<file path="config.mk">
export PLATFORM = sky130hd
export DESIGN_NAME = mouse_pos_latch
export DESIGN_NICKNAME = d
export VERILOG_FILES = /design/src/rtl/mouse_pos_latch.sv
export SDC_FILE = /design/constraint.sdc
export NUM_CORES = 1
export LEC_CHECK = 0
export ABC_AREA = 0
export CELL_PAD_IN_SITES_DETAIL_PLACEMENT = 1
export CELL_PAD_IN_SITES_GLOBAL_PLACEMENT = 2
export CORE_MARGIN = 5
export CORE_UTILIZATION = 31
export DETAILED_ROUTE_END_ITERATION = 8
export GPL_TIMING_DRIVEN = 0
export PLACE_DENSITY = 0.86
export SKIP_CTS_REPAIR_TIMING = 1
export SLEW_MARGIN = 25
export SYNTH_ARGS = -nofsm -noshare
export SYNTH_HDL_FRONTEND = slang
export SYNTH_SLANG_ARGS = --single-unit
export TNS_END_PERCENT = 30
</file>
<file path="constraint.sdc">
create_clock -name clk -period 2.1 [get_ports clk]
set_input_delay 0.315 -clock clk [delete_from_list [all_inputs] [get_ports clk]]
set_output_delay 0.315 -clock clk [all_outputs]
set_load 0.03 [all_outputs]
</file>
<file path="src/rtl/mouse_pos_latch.sv">
// Mouse input conditioning: captures and clamps position, publishes it once per frame
// at the vblnk rising edge, debounces the left button and classifies click vs drag.
module mouse_pos_latch #(
  parameter int H_RES        = 800,
  parameter int V_RES        = 600,
  parameter int DEBOUNCE_CYC = 65536,
  parameter int HOLD_FRAMES  = 4
) (
  input  logic        clk,
  input  logic        rst_n,
  input  logic [11:0] xpos_raw,
  input  logic [11:0] ypos_raw,
  input  logic        left_raw,
  input  logic        vblnk,
  output logic [11:0] xpos,
  output logic [11:0] ypos,
  output logic        frame_tick,
  output logic        left_held,
  output logic        left_click,
  output logic        drag_active
);

  // state   | meaning
  // S_IDLE  | button released, waiting for a debounced press
  // S_PRESS | button down, counting frame ticks toward drag
  // S_DRAG  | button held long enough; drag_active asserted
  typedef enum logic [1:0] {S_IDLE, S_PRESS, S_DRAG} state_t;

  localparam logic [11:0] X_MAX = 12'(H_RES - 1);
  localparam logic [11:0] Y_MAX = 12'(V_RES - 1);
  localparam int DB_W = (DEBOUNCE_CYC > 2) ? $clog2(DEBOUNCE_CYC) : 1;
  localparam int HF_W = (HOLD_FRAMES > 2) ? $clog2(HOLD_FRAMES) : 1;
  localparam logic [DB_W-1:0] DB_LAST   = DB_W'(DEBOUNCE_CYC - 1);
  localparam logic [HF_W-1:0] HOLD_LAST = HF_W'(HOLD_FRAMES - 1);

  logic [11:0]     r_x_cap, r_y_cap, r_xpos, r_ypos;
  logic            r_vblnk_q, r_frame_tick;
  logic            r_sync1, r_left_sync, r_left_db;
  logic [DB_W-1:0] r_db_cnt;
  logic [HF_W-1:0] r_hold_cnt, w_hold_nxt;
  state_t          r_state, w_state_nxt;
  logic            r_click, r_drag, w_click_nxt, w_drag_nxt;
  logic [11:0]     w_x_clmp, w_y_clmp;
  logic            w_vblnk_rise;

  assign w_x_clmp     = (r_x_cap > X_MAX) ? X_MAX : r_x_cap;
  assign w_y_clmp     = (r_y_cap > Y_MAX) ? Y_MAX : r_y_cap;
  assign w_vblnk_rise = vblnk & ~r_vblnk_q;

  always_ff @(posedge clk) begin
    if (!rst_n) begin
      r_x_cap      <= '0;
      r_y_cap      <= '0;
      r_xpos       <= '0;
      r_ypos       <= '0;
      r_vblnk_q    <= 1'b0;
      r_frame_tick <= 1'b0;
      r_sync1      <= 1'b0;
      r_left_sync  <= 1'b0;
      r_left_db    <= 1'b0;
      r_db_cnt     <= '0;
    end else begin
      r_x_cap      <= xpos_raw;
      r_y_cap      <= ypos_raw;
      r_vblnk_q    <= vblnk;
      r_frame_tick <= w_vblnk_rise;
      // Publishing only at blanking start keeps the cursor from tearing mid-frame
      if (w_vblnk_rise) begin
        r_xpos <= w_x_clmp;
        r_ypos <= w_y_clmp;
      end
      r_sync1     <= left_raw;
      r_left_sync <= r_sync1;
      if (r_left_sync == r_left_db) begin
        r_db_cnt <= '0;
      end else if (r_db_cnt == DB_LAST) begin
        r_left_db <= r_left_sync;
        r_db_cnt  <= '0;
      end else begin
        r_db_cnt <= r_db_cnt + DB_W'(1);
      end
    end
  end

  always_ff @(posedge clk) begin
    if (!rst_n) begin
      r_state    <= S_IDLE;
      r_hold_cnt <= '0;
      r_click    <= 1'b0;
      r_drag     <= 1'b0;
    end else begin
      r_state    <= w_state_nxt;
      r_hold_cnt <= w_hold_nxt;
      r_click    <= w_click_nxt;
      r_drag     <= w_drag_nxt;
    end
  end

  always_comb begin
    w_state_nxt = r_state;
    w_hold_nxt  = r_hold_cnt;
    w_click_nxt = 1'b0;
    case (r_state)
      S_IDLE: begin
        if (r_left_db) begin
          w_state_nxt = S_PRESS;
          w_hold_nxt  = '0;
        end
      end
      S_PRESS: begin
        // A release seen together with a frame tick is still a click
        if (!r_left_db) begin
          w_state_nxt = S_IDLE;
          w_click_nxt = 1'b1;
        end else if (r_frame_tick) begin
          if (r_hold_cnt == HOLD_LAST) w_state_nxt = S_DRAG;
          else                         w_hold_nxt  = r_hold_cnt + HF_W'(1);
        end
      end
      S_DRAG: begin
        if (!r_left_db) w_state_nxt = S_IDLE;
      end
      default: w_state_nxt = S_IDLE;
    endcase
    w_drag_nxt = (w_state_nxt == S_DRAG);
  end

  assign xpos        = r_xpos;
  assign ypos        = r_ypos;
  assign frame_tick  = r_frame_tick;
  assign left_held   = r_left_db;
  assign left_click  = r_click;
  assign drag_active = r_drag;

endmodule

</file>
== Word-level counts from Yosys, hierarchy flattened ==
Cells that the tools add are included.
Word-level totals
  bits in registers: 75
  bits of input ports: 28
  output and inout bits: 28
Operators by class
  magnitude comparators: 2
  equality and inequality tests: 10
  add/subtract/negate cells: 2
  bitwise logic cells: 4
  muxes and demuxes: 14
  reductions and logical operators: 6
Operators with widths (count)
  $gt 12x10->1 const B: 2
  $mux 12: 2
  $mux 2: 9
  $add 16x1->16 const B: 1
  $eq 16x16->1 const B: 1
  $ne 2x2->1 const B: 4
  $eq 2x2->1 const B: 3
  $pmux 2 s3: 1
  $reduce_and 5->1: 1
  $pmux 2 s2: 1
  $reduce_and 2->1: 2
  $not 1->1: 3
  $reduce_or 3->1: 1
  $add 2x1->2 const B: 1
  $eq 2x1->1 const B: 1
  $logic_not 2->1: 1
  $reduce_bool 2->1: 1
  $and 1x1->1: 1
  $eq 1x1->1: 1
  $mux 1: 1

== Longest topological paths before layout ==
  depth in word-level cells: 6
  gate-level depth with buffers: 7
  gate-level depth less buffers: 5

== Worst setup path after synthesis ==
Ideal clock, no wire load.
  path type: register to register
  from: register r_db_cnt[0]
  to: register r_db_cnt[11]
  data arrival time: 1.415 ns
  required time: 1.985 ns
  cell stages (with the launch flop): 8
  library setup time: 0.115 ns
  slack: 0.571 ns
  clock period less this slack: 1.529 ns
  path through: dfxtp_1 -> ha_1 -> nand3_2 -> nor4_2 -> or2_1 -> buf_6 -> buf_8 -> nor2_1
On the way
  longest elaborated chain between the ends: 2
Ends and longest elaborated chain
  from (decl): RTL line 39  | logic [DB_W-1:0] r_db_cnt;
  from (signal assigned): RTL line 80  | r_db_cnt <= r_db_cnt + DB_W'(1);
  branches (longest 2 deep; another with $add 16x1->16)
Several ways; the timed one is not identified.
A chain may end at the register's enable or synchronous reset.

== Worst setup path in the final report ==
  from: register r_left_db (netlist: left_held)
  to: output port left_held
RTL lines
  from (decl): RTL line 38  | logic r_sync1, r_left_sync, r_left_db;
  from (signal assigned): RTL line 77  | r_left_db <= r_left_sync;
  to (decl): RTL line 18  | output logic left_held,
No word-level cell between the ends.

==> impl_metrics.tcl <==
set metrics [dict create \
    status "finished, final reports clean" \
    vias 1949 \
    power_density_nw_per_um2 813 \
    fmax_mhz 552 \
    antenna_found_initial 0 \
    clkTransAtPathRegs_ns 0.08 \
    ys_seq_area_share_pct 57.5 \
    globalRouteOverflowTotal 0 \
    path_class "reg -> out" \
    cp.arrival_ns 1.50 \
    gr-usage-all-layers_pct 12.2 \
    critPathLaunch "left_held" \
    regArea_um2 1500 \
    cp_cell_sequence "clkdlybuf4s50_1" \
    worstHoldStart "r_vblnk_q" \
    synthFlopType "dfxtp_1" \
    worstPathRequired_ns 1.78 \
    worstRegToRegCells 7 \
    grt_pass1_wl_um 9800 \
    drt_iter0_markers 60 \
    place_area_um2 3290 \
    die_w_um 102 \
    rsz0062_at_grt "false" \
    nets 340 \
    reg2reg_slack_ns 0.32 \
    cts.path.max_buffers 2 \
    cpLargestDelayFamily "buffers and inverters" \
    htreeDepth 3 \
    yosysTopAreaCellShare_pct 57.5 \
    fin_area_um2 3480 \
    grt_pass1_vias 2111 \
    syn_to_final_growth_pct 33.4 \
    hold_path.class "reg -> reg" \
    start_kind "flop" \
    cp_slowest_cell "clkdlybuf4s50_1" \
    ys_ff_latch 75 \
    worst_slew_pin_slew_ns 0.525 \
    power_mw 2.83 \
    drt-total-wl_um 5840 \
    hold_depth 1 \
    die-area_um2 10400 \
    whs_ns 0.447 \
    synth.distinct_cells 38 \
    core_area_um2 8220 \
    worstPathMaxFanout 5 \
    clock_sinks 75 \
    leakagePower_nw 1.25 \
    synthTopCellsByArea "dfxtp_1 (57%), and2_1 (6.7%), o221a_2 (4.3%), xnor2_1 (3.4%), nor2_1 (2.9%)" \
    rows 33 \
    internal-power_mw 2.15 \
    firstDrtPassIters 4 \
    slowest_delay_ns 0.72 \
    power_frac_clock_pct 37.8 \
    via_per_inst 4.65 \
    io_pins 56 \
    maxCapViolCount 0 \
    hold_violations 0 \
    p_seq_share_pct 53.1 \
    cts-root-buf "clkbuf_8" \
    multi_input_area_um2 1040 \
    max_slew_margin_pct 64.7 \
    start_util_pct 31.8 \
    path_buf_inv 1 \
    syn_area_per_cell_um2 10.7 \
    drive_gt1_share_pct 10.2 \
    cts_made_buffers 9 \
    dp_hpwl_um 4470 \
    netSwitchingFraction_pct 24.0 \
    place_ws_ns 0.0717 \
    syn_inst 244 \
    synthArstFlopShare_pct 0 \
    maxSlewViolCount 0 \
    fill_cells 890 \
    final.setup.tns_ns 0 \
    r2r_start "r_db_cnt[0]" \
    routabilityCongestion 0.725 \
    wl_per_cell_um 13.9 \
    grt_max_degree 14 \
    p_sw_uw 679 \
    ant_nets 0 \
    synth_top_area_cell "dfxtp_1" \
    die_height_um 102 \
    num_antenna_cells 0 \
    yosysMostFrequentCell "dfxtp_1" \
    drc_errors 0 \
    synth-edff-count 0 \
    clock_latency_ns 0.34 \
    synth_area_um2 2610 \
    period_needed_ns 1.81 \
    r2r_end "r_db_cnt[10]" \
    portBuffers 55 \
    finalSetupViolations 0 \
    fin_crit_sh_pct 86.2 \
    critPathCaptureType "primary output" \
    ys_top_cells_by_count "dfxtp_1 (75), and2_1 (28), nor2_1 (20), o221a_2 (10), xnor2_1 (10)" \
    setup_ws_ns 0.289 \
    finClkSkew_ns 0.00736 \
    ir_worst_vdd_mv 0.358 \
    yosysWarnings 0 \
    power.share.combinational_pct 9.0 \
    cts_tree "built" \
    synth_nets 274 \
    hold_path_end "frame_tick" \
]
-- state kept, by name (all words and copies together), names as in the netlist --
| name | cells |
|---|---|
| drag_active | 1 |
| frame_tick | 1 |
| left_click | 1 |
| left_held | 1 |
| r_db_cnt | 16 |
| r_hold_cnt | 2 |
| r_left_sync | 1 |
| r_state | 2 |
| r_sync1 | 1 |
| r_vblnk_q | 1 |
| r_x_cap | 12 |
| r_y_cap | 12 |
| xpos | 12 |
| ypos | 12 |
-- how the worst max path moves through the flow --
stage | cells after the start | endpoint | slack (ns)
after floorplan | 7 | r_db_cnt[11] | 0.57
after global placement | 4 | ypos[2] | 0.08
after detailed placement | 6 | xpos[9] | 0.07
after CTS | 1 | left_held | 0.26
after global routing | 7 | r_db_cnt[10] | 0.19
final | 1 | left_held | 0.29
-- layout by cell type (no fill, tap or decap), types with 4 or more instances in the layout --
cell type,n
and3_1,5
xor2_1,5
a22oi_1,5
dfxtp_1,75
nor4_1,4
o221a_2,10
and2_1,28
nand2_1,6
nor2b_1,8
xnor2_1,10
o21ai_0,6
a21oi_1,5
clkbuf_8,9
nor2_1,20
nor3_1,7
clkbuf_1,9
nand2b_1,5
nand3_1,9
clkdlybuf4s50_1,55
-- cell families after synthesis --
| logic type | after synthesis | synth area share (%) |
|---|---|---|
| adders and majority gates | 2 | 0.958 |
| muxes | 1 | 0.383 |
| xor gates and xnor gates | 15 | 5.03 |
| DFF | 75 | 57.5 |
| AOI/OAI and AO/OA | 32 | 9.82 |
| buffers and inverters | 14 | 2.73 |
| and+or+nand+nor | 105 | 23.6 |
-- metrics by stage --
stage / cells / utilization, %
3_5_place_dp: 404 / 40.1
4_1_cts: 419 / 42.4
2_1_floorplan: 244 / -
3_3_place_gp: 404 / 40.1
6_report: 419 / 42.4
5_1_grt: 419 / 42.4
-- power by group through the flow --
stage | Clock, mW | Sequential (mW) | Combinational, mW
detailed placement | 0 | 1.54 | 0.260
finish | 1.07 | 1.50 | 0.256
global route | 1.17 | 1.51 | 0.276
global placement | 0 | 1.53 | 0.257
floorplan | 0 | 1.58 | 0.0840
CTS | 1.11 | 1.51 | 0.261
-- final cells by class --
type / instances / area share [%]
well taps: 105 / 3.77
plain buffers: 11 / 1.72
clock buffers: 9 / 3.56
flip-flops and latches: 75 / 43.1
clock inverters: 6 / 1.90
multi-input cells: 155 / 29.8
inverters: 3 / 0.323
repair buffers: 55 / 15.8
-- per-layer routing --
metal / vias to the layer above / track usage [%] / share of wire [%]
li1: 976 / - / -
met1: 917 / 12.9 / 42
met2: 47 / 21.6 / 51
met3: 9 / 4.55 / 5.9
met4: 0 / 5.52 / 1.6
met5: - / 0 / 0
Note: power is estimated with default switching activity, not from simulation.
